[config.mk]
export PLATFORM = sky130hd
export DESIGN_NAME = player_anim
export DESIGN_NICKNAME = d
export VERILOG_FILES = /design/src/rtl/player_pkg.sv /design/src/rtl/anim_step_counter.sv /design/src/rtl/player_anim.sv
export SDC_FILE = /design/constraint.sdc
export NUM_CORES = 1
export LEC_CHECK = 0
export BUFFER_PORTS_ARGS = -buffer_cell sky130_fd_sc_hd__buf_2
export CELL_PAD_IN_SITES_DETAIL_PLACEMENT = 1
export CELL_PAD_IN_SITES_GLOBAL_PLACEMENT = 1
export CORE_MARGIN = 1
export CORE_UTILIZATION = 39
export DETAILED_ROUTE_END_ITERATION = 16
export HOLD_SLACK_MARGIN = 0.05
export PLACE_DENSITY_LB_ADDON = 0.1
export SYNTH_ARGS = -nofsm -noshare
export SYNTH_HDL_FRONTEND = slang
export SYNTH_SLANG_ARGS = --single-unit
export TNS_END_PERCENT = 50
[constraint.sdc]
create_clock -name frame_clk -period 2.8 [get_ports frame_clk]
set_clock_uncertainty 0.2 [all_clocks]
set_input_delay 0.56 -clock frame_clk [delete_from_list [all_inputs] [get_ports frame_clk]]
set_output_delay 0.56 -clock frame_clk [all_outputs]
set_load 0.05 [all_outputs]
[src/rtl/player_pkg.sv]
// Shared types and constants for the player sprite animation sequencer.
// Frame map, state/status encodings and default per-step hold lengths.
package player_pkg;

    localparam int STEP_W = 3;
    localparam int HOLD_W = 4;
    localparam int SEL_W  = 5;

    typedef enum logic [3:0] {
        STAT_IDLE = 4'd0,
        STAT_WALK = 4'd1,
        STAT_AIR  = 4'd2
    } status_t;

    typedef enum logic [1:0] {
        A_IDLE = 2'd0,
        A_WALK = 2'd1,
        A_AIR  = 2'd2,
        A_LAND = 2'd3
    } anim_state_t;

    typedef enum logic {
        MODE_WRAP = 1'b0,
        MODE_SAT  = 1'b1
    } step_mode_t;

    localparam logic [SEL_W-1:0]  IDLE_BASE  = 5'd0;
    localparam logic [SEL_W-1:0]  WALK_BASE  = 5'd4;
    localparam logic [SEL_W-1:0]  AIR_BASE   = 5'd10;
    localparam logic [SEL_W-1:0]  LAND_BASE  = 5'd13;
    localparam logic [STEP_W-1:0] IDLE_COUNT = 3'd4;
    localparam logic [STEP_W-1:0] WALK_COUNT = 3'd6;
    localparam logic [STEP_W-1:0] AIR_COUNT  = 3'd3;
    localparam logic [STEP_W-1:0] LAND_COUNT = 3'd2;

    localparam int IDLE_HOLD_DEF = 8;
    localparam int WALK_HOLD_DEF = 4;
    localparam int AIR_HOLD_DEF  = 6;
    localparam int LAND_HOLD_DEF = 3;

    function automatic logic [SEL_W-1:0] anim_base(input anim_state_t s);
        case (s)
            A_WALK:  return WALK_BASE;
            A_AIR:   return AIR_BASE;
            A_LAND:  return LAND_BASE;
            default: return IDLE_BASE;
        endcase
    endfunction

endpackage

[src/rtl/anim_step_counter.sv]
// Step/hold counter for one animation: advances step every hold_len ticks, wraps or saturates.
// Latency: step_nxt is the value loaded at the coming edge; no backpressure, one update per tick.
module anim_step_counter
    import player_pkg::*;
(
    input  logic              clk,
    input  logic              rst_n,
    input  logic              clear,
    input  logic [STEP_W-1:0] count,
    input  logic [HOLD_W-1:0] hold_len,
    input  step_mode_t        mode,
    output logic [STEP_W-1:0] step_nxt,
    output logic              last_done
);

    logic [STEP_W-1:0] step_q, step_d;
    logic [HOLD_W-1:0] hold_q, hold_d;
    logic              hold_end;
    logic              step_end;

    assign hold_end = (hold_q >= hold_len - 4'd1);
    assign step_end = (step_q >= count - 3'd1);

    always_comb begin
        step_d = step_q;
        hold_d = hold_q + 4'd1;
        if (clear) begin
            step_d = '0;
            hold_d = '0;
        end else if (hold_end) begin
            hold_d = '0;
            // Saturating mode parks on the last step while hold keeps cycling.
            if (!step_end) begin
                step_d = step_q + 3'd1;
            end else if (mode == MODE_WRAP) begin
                step_d = '0;
            end
        end
    end

    always_ff @(posedge clk or negedge rst_n) begin
        if (!rst_n) begin
            step_q <= '0;
            hold_q <= '0;
        end else begin
            step_q <= step_d;
            hold_q <= hold_d;
        end
    end

    assign step_nxt  = step_d;
    assign last_done = hold_end && step_end;

endmodule

[src/rtl/player_anim.sv]
// Player sprite animation sequencer: status/X per frame -> registered sprite index and facing.
// Latency: all outputs one frame_clk edge after inputs; no backpressure, consumes every tick.
module player_anim
    import player_pkg::*;
#(
    parameter int IDLE_HOLD = IDLE_HOLD_DEF,
    parameter int WALK_HOLD = WALK_HOLD_DEF,
    parameter int AIR_HOLD  = AIR_HOLD_DEF,
    parameter int LAND_HOLD = LAND_HOLD_DEF,
    parameter int X_RESET   = 320
) (
    input  logic             frame_clk,
    input  logic             Reset,
    input  logic [9:0]       BallX,
    input  logic [3:0]       BallStatus,
    output logic [SEL_W-1:0] SpriteSel,
    output logic             Facing,
    output logic [1:0]       AnimState
);

    anim_state_t       state_q, state_d;
    status_t           status;
    logic [SEL_W-1:0]  sprite_sel_q, sprite_sel_d;
    logic              facing_q, facing_d;
    logic [9:0]        prev_x_q;
    logic              clear;
    logic [STEP_W-1:0] cnt_len;
    logic [HOLD_W-1:0] hold_len;
    step_mode_t        mode;
    logic [STEP_W-1:0] step_nxt;
    logic              last_done;

    always_comb begin
        case (BallStatus)
            STAT_WALK: status = STAT_WALK;
            STAT_AIR:  status = STAT_AIR;
            default:   status = STAT_IDLE;
        endcase
    end

    always_comb begin
        state_d  = state_q;
        cnt_len  = IDLE_COUNT;
        hold_len = 4'(IDLE_HOLD);
        mode     = MODE_WRAP;
        case (state_q)
            A_IDLE: begin
                if (status == STAT_WALK)     state_d = A_WALK;
                else if (status == STAT_AIR) state_d = A_AIR;
            end
            A_WALK: begin
                cnt_len  = WALK_COUNT;
                hold_len = 4'(WALK_HOLD);
                if (status == STAT_IDLE)     state_d = A_IDLE;
                else if (status == STAT_AIR) state_d = A_AIR;
            end
            A_AIR: begin
                cnt_len  = AIR_COUNT;
                hold_len = 4'(AIR_HOLD);
                mode     = MODE_SAT;
                if (status == STAT_IDLE)      state_d = A_LAND;
                else if (status == STAT_WALK) state_d = A_WALK;
            end
            default: begin
                cnt_len  = LAND_COUNT;
                hold_len = 4'(LAND_HOLD);
                if (status == STAT_AIR)       state_d = A_AIR;
                else if (status == STAT_WALK) state_d = A_WALK;
                else if (last_done)           state_d = A_IDLE;
            end
        endcase
    end

    // Any state change, including the landing exit, restarts the counter.
    assign clear        = (state_d != state_q);
    assign sprite_sel_d = anim_base(state_d) + SEL_W'(step_nxt);

    always_comb begin
        facing_d = facing_q;
        if (BallX < prev_x_q)      facing_d = 1'b1;
        else if (BallX > prev_x_q) facing_d = 1'b0;
    end

    anim_step_counter u_step (
        .clk       (frame_clk),
        .rst_n     (Reset),
        .clear     (clear),
        .count     (cnt_len),
        .hold_len  (hold_len),
        .mode      (mode),
        .step_nxt  (step_nxt),
        .last_done (last_done)
    );

    always_ff @(posedge frame_clk or negedge Reset) begin
        if (!Reset) begin
            state_q      <= A_IDLE;
            sprite_sel_q <= '0;
            facing_q     <= 1'b0;
            prev_x_q     <= 10'(X_RESET);
        end else begin
            state_q      <= state_d;
            sprite_sel_q <= sprite_sel_d;
            facing_q     <= facing_d;
            prev_x_q     <= BallX;
        end
    end

    assign SpriteSel = sprite_sel_q;
    assign Facing    = facing_q;
    assign AnimState = state_q;

endmodule

==> results.txt <==
Status - complete, but fails checks
Failing checks - setup timing
Cells on worst reg2reg path - 11
Dpl cell area - 0.00184 mm2
Final ANT Viol Nets - 0
Crit Path Max Fanout - 4
Gr usage total - 19.6%
First-pass GRT wire length - 6350 um
Die width - 65.0 um
Final std cells w/o fill - 241
Sequential fraction of the synthesis area - 40.6%
Via count - 1263
Top cell type's share of synthesized area - 37.2%
Hold Buf Count CTS - 0
DR DRC count - 0
Warnings from Yosys - 0
Die area - 0.00422 mm2
Via-to-Cell Ratio - 5.24
Clk buf depth - 2
Gr ovfl total - 0
Final #Nets - 233
Setup ws final - -0.0678 ns
Routability cong. - 0.748
Clk sinks - 25
Initial DRT Pass Iterations - 4
Critical-path top delay cell - dfrtp_2
Setup TNS - -0.132 ns
Number of distinct library cells after synthesis - 41
GRT met3 Usage - 2.64%
Dominant cells by area after synthesis - dfrtp_1 37%, ha_1 18%, inv_1 4.6%, a21o_1 3.4%, dfstp_2 3.4%
Number of buffers and inverters on the critical path - 0
Initial core utilization - 41.3%
Vias in the first global route - 1409
Fmax - 0.349 GHz
Initial antenna violation count - 0
Post-Synthesis Cells - 153
Clk Latency, worst-skew pair - 0.27 ns
Fin util - 52.2%
Drt wl/cell - 15.6 um
PortBufs - 23
Ports - 24
Area grow syn2layout - 26.5%
Row Count - 22
Flop2flop setup slack - -0.07 ns
Ant diodes - 0
Worst-Margin Slew - 0.575 ns
Hold crit path type - in2async
Startpoint Class - flip-flop
Hold Violations, Final - 0
Max H-tree Level - 1
Crit path arrival time - 2.87 ns
Mean post-synth cell area - 10.1 um2
Layout cells sized above 1 - 34.2%
Root buf cell - clkbuf_8
CTS Buf Count - 3
Finished layout cell area - 0.00196 mm2
Max Cap Viol - 0
Detailed router's first-iteration violation count - 33
TritonCTS clock tree - done
Mapped Area - 0.00155 mm2
Unrepaired setup endpoints after global routing - true
Die Height - 65.0 um
Clock transition at path regs - 0.09 ns
Asr flop ratio synth - 100%
Largest net degree at the start of global routing - 26
Detailed Place HPWL - 2830 um
Max incr delay on CP - 0.46 ns
CP Capture Type - flip-flop
Grt met2 use - 37.5%
Global route hottest layer - met2
Hold_ws - 0.0747 ns
# setup viols final - 3
EDFF count, synth - 0
Leakage - 0.980 nW
Final Power - 1.92 mW
Main synth FF type - dfrtp_1
Crit path kind - reg2reg
Synthesis-stage register bit count - 25
Worst R2R End - SpriteSel[3]$_DFF_PN0_
Worst VDD drop - 485 uV
Most frequent cells in the layout - 23 x buf_2, 21 x dfrtp_1, 19 x ha_1
Fin crit share - 102%
Slew margin rel. - 61.7%
PD cells - 984 mW/mm2
Placed insts - 230
Top delay family on crit path - compound AO/OA/AOI/OAI gates
WL final - 3770 um
M1 GR Usage - 22.2%
Worst EP required - 2.80 ns
Most common cell after layout, fill and taps aside - buf_2
Std-Cell Core Area - 0.00374 mm2
Synthesized net count - 192
Area leader, netlist - dfrtp_1
Slew Limit Fails - 0
R2R Path Start - AnimState[1]$_DFF_PN0_
Worst slack, placed - -0.0505 ns
Crit path cell chain - nand2b_4 -> ha_4 -> a21o_1 -> a31oi_4 -> nor2_1 -> o21ai_1 -> a21oi_1 -> ha_1 -> a21o_1 -> a21oi_1 -> xnor2_1
Crit path time final - 2.87 ns
## cell families after synthesis
logic type,Yosys count,share of synthesized area (%)
AO/OA/AOI/OAI,40,18.5
XOR/XNOR,4,2.27
adder cells (fa/ha/maj),23,19.1
buffers and inverters,22,5.66
flip-flops,25,40.6
multiplexers,1,0.647
other,1,0.242
AND/OR/NAND/NOR,37,12.9
## report_power, final
group          internal, mW  switching [mW]
clock                 0.101           0.121
sequential            0.444          0.0670
combinational         0.512           0.679
total                  1.06           0.866
## flip-flops by register name, summed over array words and instances, names as in the netlist
register and flops:
AnimState 2, SpriteSel 5, Facing 1, u_step.hold_q 4
u_step.step_q 3, prev_x_q 10
## cell usage after synthesis, types with 3 or more instances
cell type  count
nand4_1        4
a21oi_1        8
ha_1          22
dfrtp_1       23
nand2_1        3
inv_1         19
a21o_1         7
nor2b_1        3
nor2_1         9
xnor2_1        3
nand2b_1       5
o21ai_0        6
nand3_1        6
## worst reg2reg max path: stages (launching register included)
cell	delay (ns)
dfrtp_2	0.46
nand2b_4	0.17
ha_4	0.22
a21o_1	0.18
a31oi_4	0.22
nor2_1	0.12
o21ai_1	0.29
a21oi_1	0.16
ha_1	0.31
a21o_1	0.18
a21oi_1	0.17
xnor2_1	0.14
## repair_timing
action / in CTS / in global routing
setup endpoints to repair: 3 / 4
gates resized for setup: 1 / 4
pin swaps: 2 / 2
setup buffers: 2 / 5
hold endpoints to repair: 0 / 0
## per-layer routing
| layer | share of wire [%] | vias up |
|---|---|---|
| met1 | 42 | 624 |
| met4 | 1.1 | 0 |
| met5 | 0 | - |
| met3 | 2.2 | 4 |
| li1 | - | 618 |
| met2 | 55 | 17 |
## cell type report
type                            instances  area [um2]
Fill cell                             435        1790
Sequential cell                        25         631
Multi-Input combinational cell        106         913
Clock inverter                          1        7.51
Timing Repair Buffer                   38         228
Inverter                               20        75.1
Tap cell                               48        60.1
Clock buffer                            3        41.3
## how the worst max path moves through the flow
stage,startpoint,cells past startpoint,to,slack (ns)
floorplan,AnimState[1]$_DFF_PN0_,12,SpriteSel[1]$_DFF_PN0_,-0.16
global placement,AnimState[0]$_DFF_PN0_,11,SpriteSel[3]$_DFF_PN0_,0.01
detailed placement,AnimState[0]$_DFF_PN0_,12,SpriteSel[4]$_DFF_PN0_,-0.05
CTS,AnimState[1]$_DFF_PN0_,12,SpriteSel[4]$_DFF_PN0_,-0.03
global route,AnimState[1]$_DFF_PN0_,11,SpriteSel[3]$_DFF_PN0_,-0.19
finish,AnimState[1]$_DFF_PN0_,11,SpriteSel[3]$_DFF_PN0_,-0.07
Power figures use the tool's default switching activity.
